**src/rtl/aux_pkg.sv**
```systemverilog
// Shared types and encodings for the DP native AUX transaction engine.
package aux_pkg;

    typedef enum logic [2:0] {
        IDLE, COLLECT, SEND_HDR, SEND_DATA, WAIT_REPLY, RX_DATA, DRAIN, FAIL
    } aux_state_e;

    localparam logic [3:0] AUX_NATIVE_WR = 4'b1000;
    localparam logic [3:0] AUX_NATIVE_RD = 4'b1001;

    localparam logic [1:0] REPLY_ACK   = 2'b00;
    localparam logic [1:0] REPLY_NACK  = 2'b01;
    localparam logic [1:0] REPLY_DEFER = 2'b10;
    localparam logic [1:0] REPLY_ERR   = 2'b11;

    localparam logic [1:0] CR_CMD_WR = 2'b00;
    localparam logic [1:0] CR_CMD_RD = 2'b01;

    typedef struct packed {
        logic [1:0]  cmd;
        logic [19:0] addr;
        logic [7:0]  len;
    } cr_req_t;

endpackage

```
**src/rtl/aux_byte_buf.sv**
```systemverilog
// Payload byte store shared by write retransmission and read reply capture.
module aux_byte_buf #(
    parameter int BUF_DEPTH = 16,
    parameter int IDX_W     = $clog2(BUF_DEPTH)
) (
    input  logic             clk,
    input  logic             rst,
    input  logic             wr_en,
    input  logic             wr_clr,
    input  logic [7:0]       wr_data,
    input  logic             rd_adv,
    input  logic             rd_rewind,
    output logic [7:0]       rd_data,
    output logic [IDX_W-1:0] wr_ptr,
    output logic [IDX_W-1:0] rd_ptr
);

    logic [BUF_DEPTH-1:0][7:0] mem;
    logic [IDX_W-1:0]          wr_idx;

    // wr_clr together with wr_en stores at slot 0, so a fresh fill needs no idle cycle
    assign wr_idx  = wr_clr ? '0 : wr_ptr;
    assign rd_data = mem[rd_ptr];

    always_ff @(posedge clk) begin
        if (wr_en)
            mem[wr_idx] <= wr_data;
    end

    always_ff @(posedge clk or posedge rst) begin
        if (rst) begin
            wr_ptr <= '0;
            rd_ptr <= '0;
        end else begin
            if (wr_en)
                wr_ptr <= wr_idx + 1'b1;
            else if (wr_clr)
                wr_ptr <= '0;
            if (rd_rewind)
                rd_ptr <= '0;
            else if (rd_adv)
                rd_ptr <= rd_ptr + 1'b1;
        end
    end

endmodule

```
**src/rtl/aux_native_ctrl.sv**
```systemverilog
// Native AUX request/reply engine: builds the request stream, parses the reply,
// retries on DEFER or reply timeout and reports ack/failure to the CR FSM.
module aux_native_ctrl
    import aux_pkg::*;
#(
    parameter int MAX_RETRY     = 7,
    parameter int REPLY_TIMEOUT = 400,
    parameter int BUF_DEPTH     = 16
) (
    input  logic        clk,
    input  logic        rst,
    input  logic        cr_transaction_vld,
    input  logic [1:0]  cr_cmd,
    input  logic [19:0] cr_address,
    input  logic [7:0]  cr_len,
    input  logic [7:0]  cr_data,
    output logic        aux_tx_vld,
    output logic [7:0]  aux_tx_data,
    output logic        aux_tx_last,
    input  logic        aux_tx_rdy,
    input  logic        aux_rx_vld,
    input  logic [7:0]  aux_rx_data,
    input  logic        aux_rx_last,
    output logic        ctrl_ack_flag,
    output logic        ctrl_native_failed,
    output logic [7:0]  ctrl_rd_data,
    output logic        ctrl_rd_data_vld
);

    localparam int IDX_W = $clog2(BUF_DEPTH);
    localparam int TMR_W = $clog2(REPLY_TIMEOUT);
    localparam int RTY_W = $clog2(MAX_RETRY + 1);
    localparam logic [7:0]       LEN_MAX  = 8'(BUF_DEPTH - 1);
    localparam logic [TMR_W-1:0] TMR_LAST = TMR_W'(REPLY_TIMEOUT - 1);
    localparam logic [RTY_W-1:0] RTY_MAX  = RTY_W'(MAX_RETRY);

    aux_state_e       state, state_n;
    cr_req_t          req;
    logic [1:0]       hdr_idx;
    logic [TMR_W-1:0] timer;
    logic [RTY_W-1:0] retry_cnt;
    logic             ack_q;

    logic req_ld, hdr_clr, hdr_inc, tmr_clr, tmr_run, rty_clr, rty_inc, ack_set, take_retry;
    logic buf_wr_en, buf_wr_clr, buf_rd_adv, buf_rd_rewind;
    logic [7:0]       buf_wr_data, buf_rd_data, hdr_byte;
    logic [IDX_W-1:0] wr_ptr, rd_ptr, len_idx;
    logic             is_rd, tx_hs;

    assign len_idx     = req.len[IDX_W-1:0];
    assign is_rd       = (req.cmd == CR_CMD_RD);
    assign tx_hs       = aux_tx_vld & aux_tx_rdy;
    assign buf_wr_data = (state == RX_DATA) ? aux_rx_data : cr_data;

    aux_byte_buf #(.BUF_DEPTH(BUF_DEPTH), .IDX_W(IDX_W)) u_buf (
        .clk       (clk),
        .rst       (rst),
        .wr_en     (buf_wr_en),
        .wr_clr    (buf_wr_clr),
        .wr_data   (buf_wr_data),
        .rd_adv    (buf_rd_adv),
        .rd_rewind (buf_rd_rewind),
        .rd_data   (buf_rd_data),
        .wr_ptr    (wr_ptr),
        .rd_ptr    (rd_ptr)
    );

    always_comb begin
        hdr_byte = 8'h00;
        case (hdr_idx)
            2'd0: hdr_byte = {(is_rd ? AUX_NATIVE_RD : AUX_NATIVE_WR), req.addr[19:16]};
            2'd1: hdr_byte = req.addr[15:8];
            2'd2: hdr_byte = req.addr[7:0];
            2'd3: hdr_byte = req.len;
            default: hdr_byte = 8'h00;
        endcase
    end

    always_ff @(posedge clk or posedge rst) begin
        if (rst) begin
            state     <= IDLE;
            req       <= '0;
            hdr_idx   <= '0;
            timer     <= '0;
            retry_cnt <= '0;
            ack_q     <= 1'b0;
        end else begin
            state <= state_n;
            ack_q <= ack_set;
            if (req_ld)
                req <= {cr_cmd, cr_address, cr_len};
            if (hdr_clr)
                hdr_idx <= '0;
            else if (hdr_inc)
                hdr_idx <= hdr_idx + 1'b1;
            if (tmr_clr)
                timer <= '0;
            else if (tmr_run && timer != '1)
                timer <= timer + 1'b1;
            if (rty_clr)
                retry_cnt <= '0;
            else if (rty_inc)
                retry_cnt <= retry_cnt + 1'b1;
        end
    end

    always_comb begin
        state_n       = state;
        req_ld        = 1'b0;
        hdr_clr       = 1'b0;
        hdr_inc       = 1'b0;
        tmr_clr       = 1'b0;
        tmr_run       = 1'b0;
        rty_clr       = 1'b0;
        rty_inc       = 1'b0;
        ack_set       = 1'b0;
        take_retry    = 1'b0;
        buf_wr_en     = 1'b0;
        buf_wr_clr    = 1'b0;
        buf_rd_adv    = 1'b0;
        buf_rd_rewind = 1'b0;

        case (state)
            IDLE: begin
                if (cr_transaction_vld) begin
                    req_ld  = 1'b1;
                    rty_clr = 1'b1;
                    if (cr_len > LEN_MAX || cr_cmd[1]) begin
                        state_n = FAIL;
                    end else if (cr_cmd == CR_CMD_WR) begin
                        buf_wr_en  = 1'b1;
                        buf_wr_clr = 1'b1;
                        // single-byte write is already complete after byte 0
                        if (cr_len == 8'd0) begin
                            state_n       = SEND_HDR;
                            hdr_clr       = 1'b1;
                            buf_rd_rewind = 1'b1;
                        end else begin
                            state_n = COLLECT;
                        end
                    end else begin
                        state_n       = SEND_HDR;
                        hdr_clr       = 1'b1;
                        buf_rd_rewind = 1'b1;
                    end
                end
            end
            COLLECT: begin
                if (!cr_transaction_vld) begin
                    state_n = FAIL;
                end else begin
                    buf_wr_en = 1'b1;
                    if (wr_ptr == len_idx) begin
                        state_n       = SEND_HDR;
                        hdr_clr       = 1'b1;
                        buf_rd_rewind = 1'b1;
                    end
                end
            end
            SEND_HDR: begin
                if (tx_hs) begin
                    if (hdr_idx == 2'd3) begin
                        state_n = is_rd ? WAIT_REPLY : SEND_DATA;
                        tmr_clr = is_rd;
                    end else begin
                        hdr_inc = 1'b1;
                    end
                end
            end
            SEND_DATA: begin
                if (tx_hs) begin
                    buf_rd_adv = 1'b1;
                    if (rd_ptr == len_idx) begin
                        state_n = WAIT_REPLY;
                        tmr_clr = 1'b1;
                    end
                end
            end
            WAIT_REPLY: begin
                if (aux_rx_vld) begin
                    case (aux_rx_data[5:4])
                        REPLY_ACK: begin
                            if (is_rd) begin
                                state_n    = aux_rx_last ? FAIL : RX_DATA;
                                buf_wr_clr = 1'b1;
                            end else if (aux_rx_last) begin
                                state_n = IDLE;
                                ack_set = 1'b1;
                            end else begin
                                state_n = FAIL;
                            end
                        end
                        REPLY_DEFER: take_retry = 1'b1;
                        default:     state_n = FAIL;
                    endcase
                end else if (timer == TMR_LAST) begin
                    take_retry = 1'b1;
                end else begin
                    tmr_run = 1'b1;
                end
            end
            RX_DATA: begin
                if (aux_rx_vld) begin
                    buf_wr_en = 1'b1;
                    if (wr_ptr == len_idx) begin
                        state_n       = aux_rx_last ? DRAIN : FAIL;
                        buf_rd_rewind = 1'b1;
                    end else if (aux_rx_last) begin
                        state_n = FAIL;
                    end
                end
            end
            DRAIN: begin
                buf_rd_adv = 1'b1;
                if (rd_ptr == len_idx) begin
                    state_n = IDLE;
                    ack_set = 1'b1;
                end
            end
            FAIL: state_n = IDLE;
            default: state_n = IDLE;
        endcase

        // DEFER and timeout share one retry path; data is replayed from the buffer
        if (take_retry) begin
            if (retry_cnt == RTY_MAX) begin
                state_n = FAIL;
            end else begin
                state_n       = SEND_HDR;
                rty_inc       = 1'b1;
                hdr_clr       = 1'b1;
                buf_rd_rewind = 1'b1;
            end
        end
    end

    assign aux_tx_vld         = (state == SEND_HDR) || (state == SEND_DATA);
    assign aux_tx_data        = (state == SEND_HDR)  ? hdr_byte :
                                (state == SEND_DATA) ? buf_rd_data : 8'h00;
    assign aux_tx_last        = ((state == SEND_HDR) && hdr_idx == 2'd3 && is_rd) ||
                                ((state == SEND_DATA) && rd_ptr == len_idx);
    assign ctrl_ack_flag      = ack_q;
    assign ctrl_native_failed = (state == FAIL);
    assign ctrl_rd_data_vld   = (state == DRAIN);
    assign ctrl_rd_data       = (state == DRAIN) ? buf_rd_data : 8'h00;

endmodule

```
**config.mk**
```make
export PLATFORM = sky130hd
export DESIGN_NAME = aux_native_ctrl
export DESIGN_NICKNAME = d
export VERILOG_FILES = /design/src/rtl/aux_pkg.sv /design/src/rtl/aux_byte_buf.sv /design/src/rtl/aux_native_ctrl.sv
export SDC_FILE = /design/constraint.sdc
export NUM_CORES = 1
export LEC_CHECK = 0
export CAP_MARGIN = 25
export CORE_UTILIZATION = 41
export CTS_BUF_LIST = sky130_fd_sc_hd__clkbuf_16
export CTS_CLUSTER_DIAMETER = 200
export DETAILED_ROUTE_END_ITERATION = 7
export GPL_TIMING_DRIVEN = 0
export HOLD_SLACK_MARGIN = 0.15
export PLACE_DENSITY_LB_ADDON = 0.1
export SYNTH_ARGS = -nofsm -noshare
export SYNTH_HDL_FRONTEND = slang
export SYNTH_HIERARCHICAL = 1
export SYNTH_SLANG_ARGS = --single-unit
```
**constraint.sdc**
```tcl
create_clock -name clk -period 6 [get_ports clk]
set_input_delay 1.2 -clock clk [delete_from_list [all_inputs] [get_ports clk]]
set_output_delay 1.2 -clock clk [all_outputs]
set_load 0.05 [all_outputs]
```
# After elaboration in Yosys (flattened, before gate mapping)
# Index checks and enable logic that the tools add are counted.
[totals] ff_bits=184 input_bits=52 output_inout_bits=21
[op_classes] add_sub_neg=5 magnitude_cmp=4 eq_ne=28 muxes=93 bitwise_logic=1 n_reduce_logical=18
[ops] operator="$bwmux W128" count=1
[ops] operator="$mux W3" count=21
[ops] operator="$mux W8" count=6
[ops] operator="$mux W1" count=43
[ops] operator="$bmux W8 S4" count=1
[ops] operator="$demux W8 S4" count=1
[ops] operator="$pmux W8 S4" count=1
[ops] operator="$pmux W3 S8" count=1
[ops] operator="$mux W9" count=2
[ops] operator="$ne A3 B3 Y1 const B" count=6
[ops] operator="$mux W4" count=4
[ops] operator="$eq A3 B3 Y1 const B" count=5
[ops] operator="$reduce_and A11 Y1" count=1
[ops] operator="$lt A4 B5 Y1 const B" count=2
[ops] operator="$pmux W1 S2" count=5
[ops] operator="$add A9 B1 Y9 const B" count=1
[ops] operator="$eq A9 B9 Y1 const B" count=1
[ops] operator="$ne A9 B9 Y1 const B" count=1
[ops] operator="$add A4 B1 Y4 const B" count=2
[ops] operator="$eq A4 B4 Y1" count=2
[ops] operator="$gt A8 B4 Y1 const B" count=1
[ops] operator="$logic_not A8 Y1" count=1
[ops] operator="$mux W2" count=4
[ops] operator="$reduce_bool A2 Y1" count=4
[ops] operator="other kinds (18)" count=32

# Logic depth before layout (Yosys ltp)
# Gate-level depths: netlist of run 1.
[depth] depth_word=11 ltp_mapped=9

# Modules after synthesis
# The synthesis of run 1 kept the hierarchy.
[modules_own_cells] module="aux_byte_buf" n_inst=1 cells_each=261 area_each_um2=5381.4 seq_area_each_um2=4043.9
[modules_own_cells] module="aux_native_ctrl" n_inst=1 cells_each=296 area_each_um2=2977.9 seq_area_each_um2=1201.2

# Worst setup path after synthesis of run 1
# OpenSTA, ideal clock, no wires.
[synth_path] kind="input-to-reg" startpoint="input port cr_transaction_vld" endpoint="register u_buf/mem[64] (netlist name) (enable)" setup_time_ps=383 arrival_ps=3022 setup_slack_ps=2595 path_stages=8 path_buffers=1 cell_sequence="nand2b_1 > nor2_1 > nand3_1 > o21ai_0 > clkbuf_1 > nor2b_1 > nand2_1 > nor3_1"
[synth_via] elab_chain_cells=2 elab_cells_between_ends=3 cone_classes="mux: 3"
[synth_lines] element="start, declared" line_no="aux_native_ctrl.sv:12" rtl="input logic cr_transaction_vld,"
[synth_lines] element="$mux W1 (on tied branches)" line_no="aux_native_ctrl.sv:149, aux_native_ctrl.sv:125"
[synth_lines] element="$pmux W1 S3 *" line_no="aux_native_ctrl.sv:123" rtl="case (state)"
[synth_lines] element="net buf_wr_en" line_no="aux_native_ctrl.sv:45" rtl="logic buf_wr_en, buf_wr_clr, buf_rd_adv, buf_rd_rewind;"
[synth_lines] element="end signal, assigned by index" line_no="aux_byte_buf.sv:27" rtl="mem[wr_idx] <= wr_data;"
[synth_lines] element="end, declared" line_no="aux_byte_buf.sv:18" rtl="logic [BUF_DEPTH-1:0][7:0] mem;"
# Mark *: on every way through the listed nets, which the timed path passes. The rest lies on a longest branch.
# A chain may end at the register's enable or synchronous reset.

# Final worst setup path of run 1
[layout_path] startpoint="register u_buf.rd_ptr[1]" endpoint="output port aux_tx_data[7]"
[layout_via] elab_chain_cells=4
[layout_lines] element="start, declared" line_no="aux_byte_buf.sv:15" rtl="output logic [IDX_W-1:0] rd_ptr"
[layout_lines] element="start signal, assigned" line_no="aux_byte_buf.sv:42" rtl="rd_ptr <= rd_ptr + 1'b1;"
[layout_lines] element="$bmux W8 S4" line_no="aux_byte_buf.sv:23" rtl="assign rd_data = mem[rd_ptr];"
[layout_lines] element="$mux W8 (not written as such)" line_no="aux_byte_buf.sv:23"
[layout_lines] element="net buf_rd_data[7]" line_no="aux_native_ctrl.sv:46" rtl="logic [7:0] buf_wr_data, buf_rd_data, hdr_byte;"
[layout_lines] element="$mux W8" line_no="aux_native_ctrl.sv:239" rtl="(state == SEND_DATA) ? buf_rd_data : 8'h00;"
[layout_lines] element="$mux W8" line_no="aux_native_ctrl.sv:238" rtl="assign aux_tx_data = (state == SEND_HDR) ? hdr_byte :"
[layout_lines] element="end, declared" line_no="aux_native_ctrl.sv:18" rtl="output logic [7:0] aux_tx_data,"
# The timed path passes the listed nets, and every way through them passes these cells. The select of a mux whose other input is x is not followed.

==> results of run 1 <==
placed cells by master (no fill, tap or decap), types with 4 or more instances in the layout:
cell,n
sky130_fd_sc_hd__a21oi_1,7
sky130_fd_sc_hd__a222oi_1,7
sky130_fd_sc_hd__a22oi_1,18
sky130_fd_sc_hd__a31oi_1,5
sky130_fd_sc_hd__and2_1,13
sky130_fd_sc_hd__buf_2,8
sky130_fd_sc_hd__buf_4,5
sky130_fd_sc_hd__clkbuf_1,14
sky130_fd_sc_hd__clkbuf_16,17
sky130_fd_sc_hd__clkdlybuf4s50_1,72
sky130_fd_sc_hd__dfrtp_1,56
sky130_fd_sc_hd__edfxtp_1,128
sky130_fd_sc_hd__ha_1,11
sky130_fd_sc_hd__inv_1,10
sky130_fd_sc_hd__inv_6,4
sky130_fd_sc_hd__mux2_1,35
sky130_fd_sc_hd__mux2i_1,9
sky130_fd_sc_hd__mux4_1,13
sky130_fd_sc_hd__mux4_2,19
sky130_fd_sc_hd__nand2_1,31
sky130_fd_sc_hd__nand2b_1,6
sky130_fd_sc_hd__nand3_1,8
sky130_fd_sc_hd__nand4_1,7
sky130_fd_sc_hd__nor2_1,46
sky130_fd_sc_hd__nor2_2,4
sky130_fd_sc_hd__nor2b_1,6
sky130_fd_sc_hd__nor3_1,8
sky130_fd_sc_hd__nor4_1,5
sky130_fd_sc_hd__o21ai_0,9
sky130_fd_sc_hd__o21ai_1,8
sky130_fd_sc_hd__xnor2_1,5
sky130_fd_sc_hd__xor2_1,20
worst max-delay path: stages (launching register included):
cell and delay [ns]:
sky130_fd_sc_hd__dfrtp_1 0.42, sky130_fd_sc_hd__buf_6 0.16, sky130_fd_sc_hd__clkbuf_1 0.48, sky130_fd_sc_hd__mux4_2 0.41
sky130_fd_sc_hd__a22oi_1 0.27, sky130_fd_sc_hd__nand2_1 0.17, sky130_fd_sc_hd__o21ai_0 0.25, sky130_fd_sc_hd__a31oi_1 0.07
sky130_fd_sc_hd__clkdlybuf4s50_1 0.71
metrics by stage:
step | power (W) | setup slack, ns | instance area [µm²]
5_1_grt | 0.00478 | 1.27 | 10000
2_1_floorplan | 0.00298 | 2.59 | 8360
3_5_place_dp | 0.00351 | 1.32 | 9470
3_3_place_gp | 0.00346 | 1.08 | 9410
6_report | 0.00454 | 1.42 | 10000
4_1_cts | 0.00457 | 1.41 | 10000
cell type report:
| class | count | share of cell area (%) |
|---|---|---|
| flip-flops and latches | 184 | 52.4 |
| multi-input cells | 333 | 28.9 |
| repair buffers | 79 | 7.79 |
| clock buffers | 17 | 4.25 |
| well taps | 265 | 3.31 |
| plain buffers | 29 | 1.77 |
| clock inverters | 14 | 1.20 |
| inverters | 11 | 0.412 |
Yosys cell counts (2+ instances only):
| master | n |
|---|---|
| sky130_fd_sc_hd__inv_1 | 10 |
| sky130_fd_sc_hd__o21ai_0 | 10 |
| sky130_fd_sc_hd__clkbuf_1 | 14 |
| sky130_fd_sc_hd__o32ai_1 | 2 |
| sky130_fd_sc_hd__a22oi_1 | 18 |
| sky130_fd_sc_hd__o21ba_1 | 2 |
| sky130_fd_sc_hd__xnor2_1 | 5 |
| sky130_fd_sc_hd__mux2_1 | 35 |
| sky130_fd_sc_hd__nand3_1 | 8 |
| sky130_fd_sc_hd__nor3_1 | 8 |
| sky130_fd_sc_hd__a31oi_1 | 5 |
| sky130_fd_sc_hd__mux4_2 | 19 |
| sky130_fd_sc_hd__nand4_1 | 7 |
| sky130_fd_sc_hd__o21ai_1 | 7 |
| sky130_fd_sc_hd__xor2_1 | 20 |
| sky130_fd_sc_hd__o221ai_1 | 3 |
| sky130_fd_sc_hd__nor4_1 | 5 |
| sky130_fd_sc_hd__buf_6 | 3 |
| sky130_fd_sc_hd__buf_2 | 6 |
| sky130_fd_sc_hd__a222oi_1 | 7 |
| sky130_fd_sc_hd__mux4_1 | 13 |
| sky130_fd_sc_hd__clkdlybuf4s25_2 | 3 |
| sky130_fd_sc_hd__dfrtp_1 | 56 |
| sky130_fd_sc_hd__and3_1 | 3 |
| sky130_fd_sc_hd__edfxtp_1 | 128 |
| sky130_fd_sc_hd__nor2_1 | 46 |
| sky130_fd_sc_hd__nand2b_1 | 6 |
| sky130_fd_sc_hd__and2_1 | 13 |
| sky130_fd_sc_hd__mux2i_1 | 9 |
| sky130_fd_sc_hd__nor2_2 | 4 |
| sky130_fd_sc_hd__a21oi_1 | 7 |
| sky130_fd_sc_hd__ha_1 | 11 |
| sky130_fd_sc_hd__nor2b_1 | 6 |
| sky130_fd_sc_hd__nand2_1 | 31 |
| sky130_fd_sc_hd__and3b_1 | 2 |
| sky130_fd_sc_hd__mux2_2 | 3 |
cell families after synthesis:
| logic type | synth area share (%) |
|---|---|
| AOI/OAI and AO/OA | 6.27 |
| xor gates and xnor gates | 2.62 |
| adders and majority gates | 1.65 |
| buffers and inverters | 2.62 |
| DFF | 62.7 |
| muxes | 15.4 |
| and+or+nand+nor | 8.70 |
sequential cells by signal, summed over array words and instances, names as in the netlist:
name and flops:
u_buf/rd_ptr 4, ctrl_ack_flag 1, hdr_idx 2, len_idx 4, timer 9, u_buf/wr_ptr 4
req 26, u_buf/mem 128, state 3, retry_cnt 3
routing by layer:
| metal | vias up | share of wire (%) | global-route usage (%) |
|---|---|---|---|
| met4 | 0 | 1.8 | 6.54 |
| met5 | - | 0 | 0 |
| met1 | 2628 | 44 | 26.1 |
| met3 | 21 | 4.2 | 3.42 |
| li1 | 2341 | - | - |
| met2 | 140 | 50 | 33.8 |
path summary, 6_finish.rpt:
kind | cells after the start | end | slack (ns)
max | 8 | aux_tx_data[7] | 1.42
min | 1 | req[26] | 0.48
max reg2reg | 8 | u_buf/mem[123] | 2.48
min reg2reg | 1 | req[26] | 0.48
max in group asynchronous | 3 | req[19] | 4.35
min in group asynchronous | 2 | u_buf/rd_ptr[2] | 1.12
power by group:
part           switching, W  total, W  internal (W)
registers          0.000156   0.00183       0.00168
clock network      0.000519   0.00106      0.000541
logic              0.000964   0.00164      0.000678
total               0.00164   0.00454       0.00290
==> results by stage, run 1 <==
Yosys:
- The count of distinct cell types in the synthesized netlist is 58.
- The number of synthesized flops with an enable pin is 128.
- For this run, asynchronously set or reset flops after synthesis account for 30.4%.
- In the synthesized netlist the dominant register cell turns out to be sky130_fd_sc_hd__edfxtp_1.
- The sequential fraction of the synthesis area is 62.7%.
- Yosys attributes the largest share of cell area to sky130_fd_sc_hd__edfxtp_1 46%, sky130_fd_sc_hd__dfrtp_1 17%, sky130_fd_sc_hd__mux4_2 5.1%.
- The number of synthesis warnings is 6.
- In this run, synthesis produced a sequential element count of 184.
- Of all cell types, the one taking the most synthesized area is sky130_fd_sc_hd__edfxtp_1.
- Synthesis produced a netlist whose cell count is roughly 560.
- The net count of the mapped netlist is 620.
- A synthesized cell averages between 15 and 20 µm².
- The post-synth design cell area is ~8400 µm².
- The share of synthesized area in the top cell type comes to 46.0%.

Timing:
- The number of hold violations in the final report is 0.
- Derived from the worst setup path, the maximum achievable clock frequency is around 220 MHz.
- The max-slew violation count is 0.
- The final cycle utilization of the critical path is 76.3%.
- The count of endpoints failing setup in the final report is 0.
- Subtracting the final worst setup slack from the clock period gives between 4 and 5 ns.
- The actual transition at the worst max-transition pin is between 0.8 and 0.9 ns.
- Setup repair after global routing left no endpoint under its margin.
- After routing, the total negative slack on setup checks comes to 0 ns.
- The max-slew headroom at the worst pin is around two fifths.
- The maximum clock skew at final layout is ~0.013 ns.
- The post-route worst hold slack is ~0.48 ns.

Clock tree:
- The tree built by TritonCTS fans out to 184 sinks.
- The clock-pin slew reported for the worst setup and hold paths after clock tree synthesis is around 0.07 ns.
- In this run the clock root is driven by a sky130_fd_sc_hd__clkbuf_16.
- In this run, post-CTS repair resized a total of 0 instances.
- The maximum clock path buffer count is 2.
- TritonCTS built the clock tree.
- The total of hold buffers inserted after clock tree synthesis is 0.
- The buffers inserted during post-CTS setup optimization is 0.
- The clock reaches the later pin of the worst-skew pair after around 0.43 ns.
- Buffers inserted during clock tree synthesis total 17.
- The number of H-tree levels is 4.

Drt:
- The iteration-0 DRC count of the detailed router is ~330.
- The pre-antenna-repair detailed-routing pass consisted of 5 iterations.
- The mean routed wirelength per cell is 21.0 µm.
- The number of design rule violations left after detail routing is 0.
- The remaining number of nets flagged by the antenna check after routing is 0.
- The total wire length after detailed routing is between 15000 and 20000 µm.
- The final route contains 5130 vias.
- The routed via count divided by cell count is about 5.5.

Layout:
- The multi-input combinational cell area is 2900 µm².
- The final antenna diode count is 0.
- The end-of-flow core utilization is a little over 50%.
- The total number of nets in the final design is 718.
- The area growth from synthesis to layout is 19.8%.
- The combined flip-flop and latch cell area is 5250 µm².
- The number of cells in the finished layout apart from fillers is between 900 and 1000.
- The post-route netlist has 12.3% of its cells at a drive strength greater than 1.
- The number of fill cells in the layout is between 1500 and 2000.

Place:
- Routability-driven placement finished with a final weighted congestion of 0.896.
- The count of port buffers added during placement is 72.
- The instance count after placement with tap cells included is between 900 and 1000.
- The HPWL after detailed placement is approximately 14000 µm.

Setup path:
- In this run the worst setup path begins at u_buf/rd_ptr[1].
- The worst setup path is launched from a flip-flop.
- Along the worst path, the maximum fanout reaches 10.
- The worst setup path is captured at a primary output.
- The data arrival time of the critical path is 3.38 ns.
- The critical path required time is 4.80 ns.
- The source of the worst register-to-register timing path is state[1].
- By startpoint and endpoint, the worst setup path is classified as flip-flop to primary output.

Pwr:
- For this design the static power due to leakage is 3.64 nW.
- Dividing total power by cell area gives a power density of around 450 nW/µm².
- The worst-case IR drop observed on VDD is approximately 0.27 mV.

Die:
- Once the floorplan was initialized, standard cells occupied 42.4% of the core.
- The width of the chip is ~140 µm.
- The die area is roughly 21000 µm².
- In this run the vertical extent of the chip is between 100 and 150 µm.
- In this run the count of I/O pins placed on the die edge is 73.
- The floorplan has 51 rows.
- The total core area is 19700 µm².

Global route:
- The via count of the first global-routing pass is between 5000 and 6000.
- Global routing finished with a remaining overflow of 0.
- The wire length of the first global-routing pass is about 30000 µm.
- The total track usage is between 10% and 20%.
- The initial antenna violation count is 0.
- The largest net degree at the start of global routing is 33.

Job:
- The max-cap check violation count is 0.

Hold path:
- The class of the tightest hold or removal check is flip-flop to flip-flop.
- The startpoint of the tightest hold check path is req[26].

Status:
- The flow ran to the end, and the final reports show no timing, DRC or antenna violations.
Note: power is estimated with default switching activity, not from simulation.
==> run 2: changes to the inputs <==
==> constraint.sdc (replaced) <==
create_clock -name clk -period 4.5 [get_ports clk]
set_input_delay 0.9 -clock clk [delete_from_list [all_inputs] [get_ports clk]]
set_output_delay 0.9 -clock clk [all_outputs]
set_load 0.05 [all_outputs]
==> results of run 2 <==
The final DEF is identical to that of run 1. Status: complete, no violations.
Main changes from that run: setup slack after placement 1.32 ns -> 0.118 ns; setup slack after layout 1.42 ns -> 0.222 ns; register-to-register setup slack 2.48 ns -> 0.98 ns; total power 0.00454 W -> 0.00605 W; worst IR drop on VDD 0.266 mV -> 0.355 mV
